$ cat config.mk
export PLATFORM = sky130hd
export DESIGN_NAME = clkdiv_sched
export DESIGN_NICKNAME = d
export VERILOG_FILES = /design/src/rtl/clkdiv_sched.sv
export SDC_FILE = /design/constraint.sdc
export NUM_CORES = 1
export LEC_CHECK = 0
export CAP_MARGIN = 30
export CELL_PAD_IN_SITES_DETAIL_PLACEMENT = 0
export CELL_PAD_IN_SITES_GLOBAL_PLACEMENT = 2
export CORE_MARGIN = 2
export CORE_UTILIZATION = 39
export CTS_CLUSTER_DIAMETER = 30
export DETAILED_ROUTE_END_ITERATION = 7
export DONT_BUFFER_PORTS = 1
export PLACE_DENSITY = 0.89
export SLEW_MARGIN = 5
export SYNTH_ARGS = -nofsm -noshare
export SYNTH_HDL_FRONTEND = slang
export SYNTH_SLANG_ARGS = --single-unit
$ cat constraint.sdc
create_clock -name clock -period 3.7 [get_ports clock]
set_input_delay 0.37 -clock clock [delete_from_list [all_inputs] [get_ports clock]]
set_output_delay 0.37 -clock clock [all_outputs]
set_load 0.05 [all_outputs]
$ cat src/rtl/clkdiv_sched.sv
// -----------------------------------------------------------------------------
// clkdiv_sched
// Runtime-programmable multi-channel clock-enable scheduler. Each channel
// divides the ckena-qualified clock by 2*H and produces a 50% square wave plus
// a one-cycle tick on every rising edge. A new half-period is written over a
// valid/ready port and takes effect only at a half-period boundary, so the
// outputs never glitch.
//
// Optional feature macro: CLKDIV_SCHED_ALIGN_EN
//    When defined, adds input 'align', which restarts every running channel
//    from the low phase on the next cycle. This lets channels with equal H be
//    phase-aligned.
//
// Ports
//    clock      in   system clock
//    reset      in   synchronous, active-high reset
//    ckena      in   global count enable; counters hold while low
//    cfg_valid  in   configuration request
//    cfg_ready  out  slot for cfg_chan is free (combinational on cfg_chan)
//    cfg_chan   in   target channel; out-of-range writes are dropped
//    cfg_half   in   half-period in ckena cycles; 0 disables the channel
//    align      in   (CLKDIV_SCHED_ALIGN_EN only) restart all running channels
//    ckout      out  per-channel square wave (registered)
//    tick       out  per-channel rising-edge pulse (registered)
// -----------------------------------------------------------------------------
module clkdiv_sched #(
   parameter int CHANNELS = 4,
   parameter int WIDTH    = 24,
   localparam int CHAN_W  = (CHANNELS > 1) ? $clog2(CHANNELS) : 1
) (
   input  logic                clock,
   input  logic                reset,
   input  logic                ckena,
   input  logic                cfg_valid,
   output logic                cfg_ready,
   input  logic [CHAN_W-1:0]   cfg_chan,
   input  logic [WIDTH-1:0]    cfg_half,
`ifdef CLKDIV_SCHED_ALIGN_EN
   input  logic                align,
`endif
   output logic [CHANNELS-1:0] ckout,
   output logic [CHANNELS-1:0] tick
);

   localparam logic [WIDTH-1:0] ZERO_W = {WIDTH{1'b0}};
   localparam logic [WIDTH-1:0] ONE_W  = {{(WIDTH-1){1'b0}}, 1'b1};

   logic [WIDTH-1:0]    half_q [CHANNELS];
   logic [WIDTH-1:0]    half_d [CHANNELS];
   logic [WIDTH-1:0]    cnt_q  [CHANNELS];
   logic [WIDTH-1:0]    cnt_d  [CHANNELS];
   logic [WIDTH-1:0]    pval_q [CHANNELS];
   logic [WIDTH-1:0]    pval_d [CHANNELS];
   logic [CHANNELS-1:0] pend_v_q, pend_v_d;
   logic [CHANNELS-1:0] ckout_q, ckout_d;
   logic [CHANNELS-1:0] tick_q, tick_d;
   logic [CHANNELS-1:0] wr_s;
   logic                chan_ok_s;
   logic                pend_sel_s;
   logic                align_s;

`ifdef CLKDIV_SCHED_ALIGN_EN
   assign align_s = align;
`else
   assign align_s = 1'b0;
`endif

   // Decode the addressed channel, form cfg_ready and the per-channel write strobes.
   always_comb begin
      chan_ok_s  = 1'b0;
      pend_sel_s = 1'b0;
      wr_s       = {CHANNELS{1'b0}};
      for (int i = 0; i < CHANNELS; i++) begin
         chan_ok_s  = chan_ok_s  | (cfg_chan == CHAN_W'(i));
         pend_sel_s = pend_sel_s | ((cfg_chan == CHAN_W'(i)) & pend_v_q[i]);
      end
      // Out-of-range channels always look ready so the request is consumed and dropped.
      cfg_ready = !reset && (!chan_ok_s || !pend_sel_s);
      for (int i = 0; i < CHANNELS; i++) begin
         wr_s[i] = cfg_valid & cfg_ready & (cfg_chan == CHAN_W'(i));
      end
   end

   // Per-channel next-state: load, count, boundary update and tick generation.
   always_comb begin
      for (int i = 0; i < CHANNELS; i++) begin
         half_d[i]   = half_q[i];
         cnt_d[i]    = cnt_q[i];
         pval_d[i]   = pval_q[i];
         pend_v_d[i] = pend_v_q[i];
         ckout_d[i]  = ckout_q[i];
         if (half_q[i] == ZERO_W) begin
            // Disabled: a write starts the channel straight away, independent of ckena.
            ckout_d[i] = 1'b0;
            if (wr_s[i]) begin
               if (cfg_half != ZERO_W) begin
                  half_d[i] = cfg_half;
                  cnt_d[i]  = cfg_half - ONE_W;
               end else begin
                  cnt_d[i] = ZERO_W;
               end
            end else if (pend_v_q[i]) begin
               pend_v_d[i] = 1'b0;
               if (pval_q[i] != ZERO_W) begin
                  half_d[i] = pval_q[i];
                  cnt_d[i]  = pval_q[i] - ONE_W;
               end else begin
                  cnt_d[i] = ZERO_W;
               end
            end else begin
               cnt_d[i] = ZERO_W;
            end
         end else begin
            if (align_s) begin
               // Restart from the low phase; pending value stays for a later boundary.
               cnt_d[i]   = half_q[i] - ONE_W;
               ckout_d[i] = 1'b0;
            end else if (ckena && (cnt_q[i] == ZERO_W)) begin
               if (pend_v_q[i]) begin
                  pend_v_d[i] = 1'b0;
                  if (pval_q[i] != ZERO_W) begin
                     half_d[i]  = pval_q[i];
                     cnt_d[i]   = pval_q[i] - ONE_W;
                     ckout_d[i] = ~ckout_q[i];
                  end else begin
                     half_d[i]  = ZERO_W;
                     cnt_d[i]   = ZERO_W;
                     ckout_d[i] = 1'b0;
                  end
               end else begin
                  cnt_d[i]   = half_q[i] - ONE_W;
                  ckout_d[i] = ~ckout_q[i];
               end
            end else if (ckena) begin
               cnt_d[i] = cnt_q[i] - ONE_W;
            end else begin
               cnt_d[i] = cnt_q[i];
            end
            // A write in a boundary cycle only lands in the pending slot, so it
            // waits for the following boundary.
            if (wr_s[i]) begin
               pend_v_d[i] = 1'b1;
               pval_d[i]   = cfg_half;
            end else begin
               pval_d[i] = pval_q[i];
            end
         end
         tick_d[i] = ckout_d[i] & ~ckout_q[i];
      end
   end

   // State registers with synchronous active-high reset.
   always_ff @(posedge clock) begin
      if (reset) begin
         for (int i = 0; i < CHANNELS; i++) begin
            half_q[i] <= ZERO_W;
            cnt_q[i]  <= ZERO_W;
            pval_q[i] <= ZERO_W;
         end
         pend_v_q <= {CHANNELS{1'b0}};
         ckout_q  <= {CHANNELS{1'b0}};
         tick_q   <= {CHANNELS{1'b0}};
      end else begin
         half_q   <= half_d;
         cnt_q    <= cnt_d;
         pval_q   <= pval_d;
         pend_v_q <= pend_v_d;
         ckout_q  <= ckout_d;
         tick_q   <= tick_d;
      end
   end

   assign ckout = ckout_q;
   assign tick  = tick_q;

endmodule

* Yosys cells after proc, flatten, opt, wreduce, memory -nomap -nowiden
Index checks and enable logic that the tools add are counted.
Operators by class: add/sub/neg operators 13, multipliers 0, div/mod/pow operators 0, $lt $le $gt $ge 0, equality and inequality tests 15, shifts and indexed selects 0, multiplexer cells 90, bitwise operators 27, reduce and logical (&&, ||, !) cells 55
Operators with widths (count):
- 24-bit 2-to-1 mux | 58
- 24-bit by 1-bit subtractor with 24-bit output, second input constant | 13
- 24-bit logical NOT | 8
- 24-bit nonzero test | 5
- 1-bit 2-to-1 mux | 32
- 2-bit nonzero test | 12
- 3-bit nonzero test | 8
- 3-bit by 2-bit != test with 1-bit output, second input constant | 7
- 5-bit AND reduction | 4
- 2-bit AND reduction | 8
- 1-bit bitwise AND | 13
- 2-bit != test, second input constant | 4
- 1-bit inverter | 8
- 1-bit bitwise OR | 6
- 1-bit logical AND | 5
- 2-bit equality test, second input constant | 2
- 1-bit logical NOT | 3
- 3-bit != test, second input constant | 1
- 2-bit by 1-bit equality test with 1-bit output, second input constant | 1
- 2-bit logical NOT | 1
- 1-bit logical OR | 1
Storage, ports and cells: register bits 300, latch bits 0, RAM bits 0, ROM bits 0, input port bits 30, output and inout bits 9, word-level logic and storage cells 218, memories kept 0

* Longest topological paths before layout
depth after elaboration 12, depth in mapped cells 12

* Least setup slack after synthesis
OpenSTA, ideal clock, no wires.
kind reg-to-reg, start register half_q[63] in the netlist's numbering, end register half_q[61] in the netlist's numbering, library setup time 86 ps, data arrival time 2756 ps, slack 858 ps, stages on the path, launching flop included 10, path buffers 3, period minus slack after synthesis 2842 ps, cell sequence dfxtp_1 -> or4_4 -> or3_1 -> clkbuf_1 -> or3_1 -> mux2i_4 -> a22o_1 -> buf_6 -> buf_2 -> a211oi_1
On the way: word-level cells in the longest chain between the ends 3, elaborated cells on any way between the ends 7
Ends and longest elaborated chain:
- from (decl) | line 48 | logic [WIDTH-1:0] half_q [CHANNELS];
- from (signal assigned) | line 164 | half_q <= half_d;
- 24-bit logical NOT * | line 92 | if (half_q[i] == ZERO_W) begin
- 3-bit by 2-bit != test with 1-bit output (no line) / 2-bit nonzero test (equally long branches)
- 5-bit AND reduction (no line)
Mark *: on every way between the ends. The rest lies on a longest branch, timed or not. A chain may end at the register's enable or synchronous reset.

* Final worst setup path
start register half_q[77] in the netlist's numbering, end register half_q[79] in the netlist's numbering
The elaborated chain is that of the path after synthesis.

==> metrics <==
Critical R2R Launch=half_q[77]; Post-synth ARST share=0%; worst skew pair latency=0.63 ns; top_reg_cell synth=dfxtp_1; Fin Clk Skew=0.0257 ns; number of buffers and inverters on the critical path=3; Data required, critical path=4.20 ns; sw frac=48.2%; antenna violations before repair=5; Max IR drop VDD=0.000947 V; DPL Wire Length=60500 um; max_slew headroom=26.3%; DRC violation total after the first TritonRoute iteration=3077; Hold Path Class=in -> reg; Port Buffers=0; CTS tree=done; clock-pin slew on the worst setup and hold paths=0.04 ns; top routing layer in use=met4; gr usage total=34.0%; YS warnings=0; clk buf depth=3; unrepaired setup endpoints after global routing=false; gr ovfl total=0; r2r setup slk=0.12 ns; wire length on met1=40900 um; Worst-Margin Slew=1.10 ns; CP max-delay cell=or4_1; Reg power frac=14.8%; Hold Path Origin=reset; final setup fails=0; sequential area share after synthesis=28.9%; Max Cap Viol=0; Final Critical Period=3.58 ns; post-synth top area share=28.9%; fin nets=2974; Via density=6.42; vias=23600; Largest stage delay, worst path=0.62 ns; Slew Limit Fails=0; Setup TNS=0 ns; most frequent cell after synthesis=nor2_1; pre-CTS setup slack=0.492 ns; fmax=279 MHz; Leak Pwr=9.79 nW; Synth area leader=dfxtp_1; Final WS setup=0.118 ns; met2 routed WL=40400 um; DIE AREA=0.0551 mm2; power density over the cells=1270 mW/mm2; CP cell instances=or4_4 > or4_1 > buf_4 > nor3_4 > a41oi_4 > buf_4 > a22oi_1 > a211oi_1 > dlygate4sd3_1; Post-Route WL=97300 um; synthesized area=0.0208 mm2; EDFF count, synth=0; TritonCTS buffer count=89; Syn-to-layout area delta=25.9%; Post-route DRC=0; # rows=84; share of layout cells above drive strength 1=12.4%; Worst Path Max Fanout=17; synth top area cells=dfxtp_1, nor2_1, nand2_1; die height=235 um; flops & latches, synth=300; Unique masters post-synth=84; CP arrival=4.08 ns; vias in the first global route=21800; outcome=finished clean; fin util=49.7%; nature of the critical path startpoint=register; RR Endpoint=half_q[79]; Cell Int Power=17.2 mW; hold depth=3; Psw=16.0 mW; DR pass1 iterations=6; r2r worst-path depth=9; Layout fillers=5182; area of the core=0.0526 mm2; largest net degree at the start of global routing=164; worst hold path endpoint=cnt_q[70]; synth cell count leaders=nor2_1, nand2_1, dfxtp_1; Mapped Nets=2862; most used cell, CP=buf_4; post-route ant nets=0; Clock power frac=23.0%; H-tree depth=3; CP endpoint kind=register; Met3 Routed Length=11200 um; RePlAce Congestion=0.946; root buffer cell=clkbuf_16; Starting Density=39.5%; # IOs=39; Sink Count=300; period utilisation layout=96.8%; Gate Count Post-Synth=2811; Tot Pwr=33.1 mW; die width=235 um; Comb pwr share=62.3%; Hold Vio Cnt, Final=0; average footprint of a synthesized cell=7.38 um2; global-route wire length before repair=143000 um; CP Class=reg -> reg; CP delay by family, top=simple AND/OR/NAND/NOR gates; Routed WL per cell=26.4 um
## per-layer routing
| metal | global-route usage, % | vias up |
|---|---|---|
| li1 | - | 10700 |
| met3 | 9.48 | 246 |
| met4 | 15.9 | 0 |
| met1 | 46.8 | 11400 |
| met5 | 0 | - |
| met2 | 48.8 | 1278 |
## worst min-delay path, stage by stage
cell,delay [ns]
a311oi_1,0.04
o311ai_1,0.08
o22ai_1,0.09
## power groups by stage
stage | clock (mW) | sequential, mW | combinational (mW)
finish | 7.61 | 4.89 | 20.6
global route | 7.82 | 5.01 | 22.7
CTS | 7.65 | 4.87 | 20.2
detailed placement | 0 | 4.92 | 19.4
global placement | 0 | 4.89 | 19.2
floorplan | 0 | 4.65 | 14.5
## layout by cell type (no fill, tap or decap), types with 9 or more instances in the layout
master,instances
xor2_1,86
inv_1,38
nand3_1,100
o31ai_1,29
nor2_1,309
a21oi_1,213
clkbuf_1,16
o21a_1,10
nor3_1,147
or2_2,14
clkbuf_16,92
nand2b_1,9
o221ai_1,20
buf_4,107
o22ai_1,33
clkbuf_8,21
or4_1,46
a21o_1,16
a311oi_1,20
or3_1,65
xnor2_1,127
o211ai_1,25
nand4_1,25
dfxtp_1,300
dlygate4sd3_1,136
clkinv_2,16
o21ai_0,110
a221oi_1,9
a211oi_2,36
a211oi_1,109
a22oi_1,98
ha_1,21
nor4_1,70
nand2_1,305
a31oi_1,16
o32ai_1,11
## layout make-up
| class | count | area [um2] | share of cell area, % |
|---|---|---|---|
| Antenna cell | 3 | 7.51 | 0.0287 |
| Multi-Input combinational cell | 2242 | 13800 | 52.7 |
| Clock inverter | 32 | 393 | 1.50 |
| Timing Repair Buffer | 252 | 2330 | 8.90 |
| Sequential cell | 300 | 6010 | 23.0 |
| Tap cell | 688 | 861 | 3.29 |
| Clock buffer | 128 | 2630 | 10.0 |
| Inverter | 38 | 143 | 0.546 |
## kinds of logic after synthesis
logic type	synth area share [%]
buffers and inverters	5.34
DFF	28.9
adders and majority gates	1.27
muxes	0.663
xor gates and xnor gates	8.99
AOI/OAI and AO/OA	27.1
and+or+nand+nor	27.7
## worst max path at each step
stage / from / end / slack (ns) / cells past startpoint
floorplan: half_q[63] / half_q[61] / 0.86 / 9
global placement: cnt_q[64] / half_q[60] / 0.60 / 8
detailed placement: half_q[40] / half_q[42] / 0.49 / 9
CTS: half_q[77] / half_q[77] / 0.03 / 9
global route: half_q[77] / half_q[82] / 0.002 / 9
finish: half_q[77] / half_q[79] / 0.12 / 9
## through the flow
| step | cells | hold slack [ns] | cell area, um2 |
|---|---|---|---|
| after global routing | 3680 | 0.0184 | 26100 |
| after floorplan | 2811 | 0.458 | 20800 |
| after CTS | 3673 | 0.00398 | 26000 |
| final | 3683 | 0.0282 | 26100 |
| after detailed placement | 3376 | 0.486 | 21600 |
| after global placement | 3374 | 0.475 | 21600 |
## state kept, by name, indices dropped and copies added (netlist names)
signal,flops
tick,4
cnt_q,96
pend_v_q,4
half_q,96
ckout,4
pval_q,96
## repair_timing
item | in CTS | in global routing
resized for setup | 0 | 14
hold buffers | 137 | 0
endpoints found under the setup margin | 0 | 74
setup buffers | 0 | 4
hold endpoints to repair | 280 | 0
Note: power is estimated with default switching activity, not from simulation.
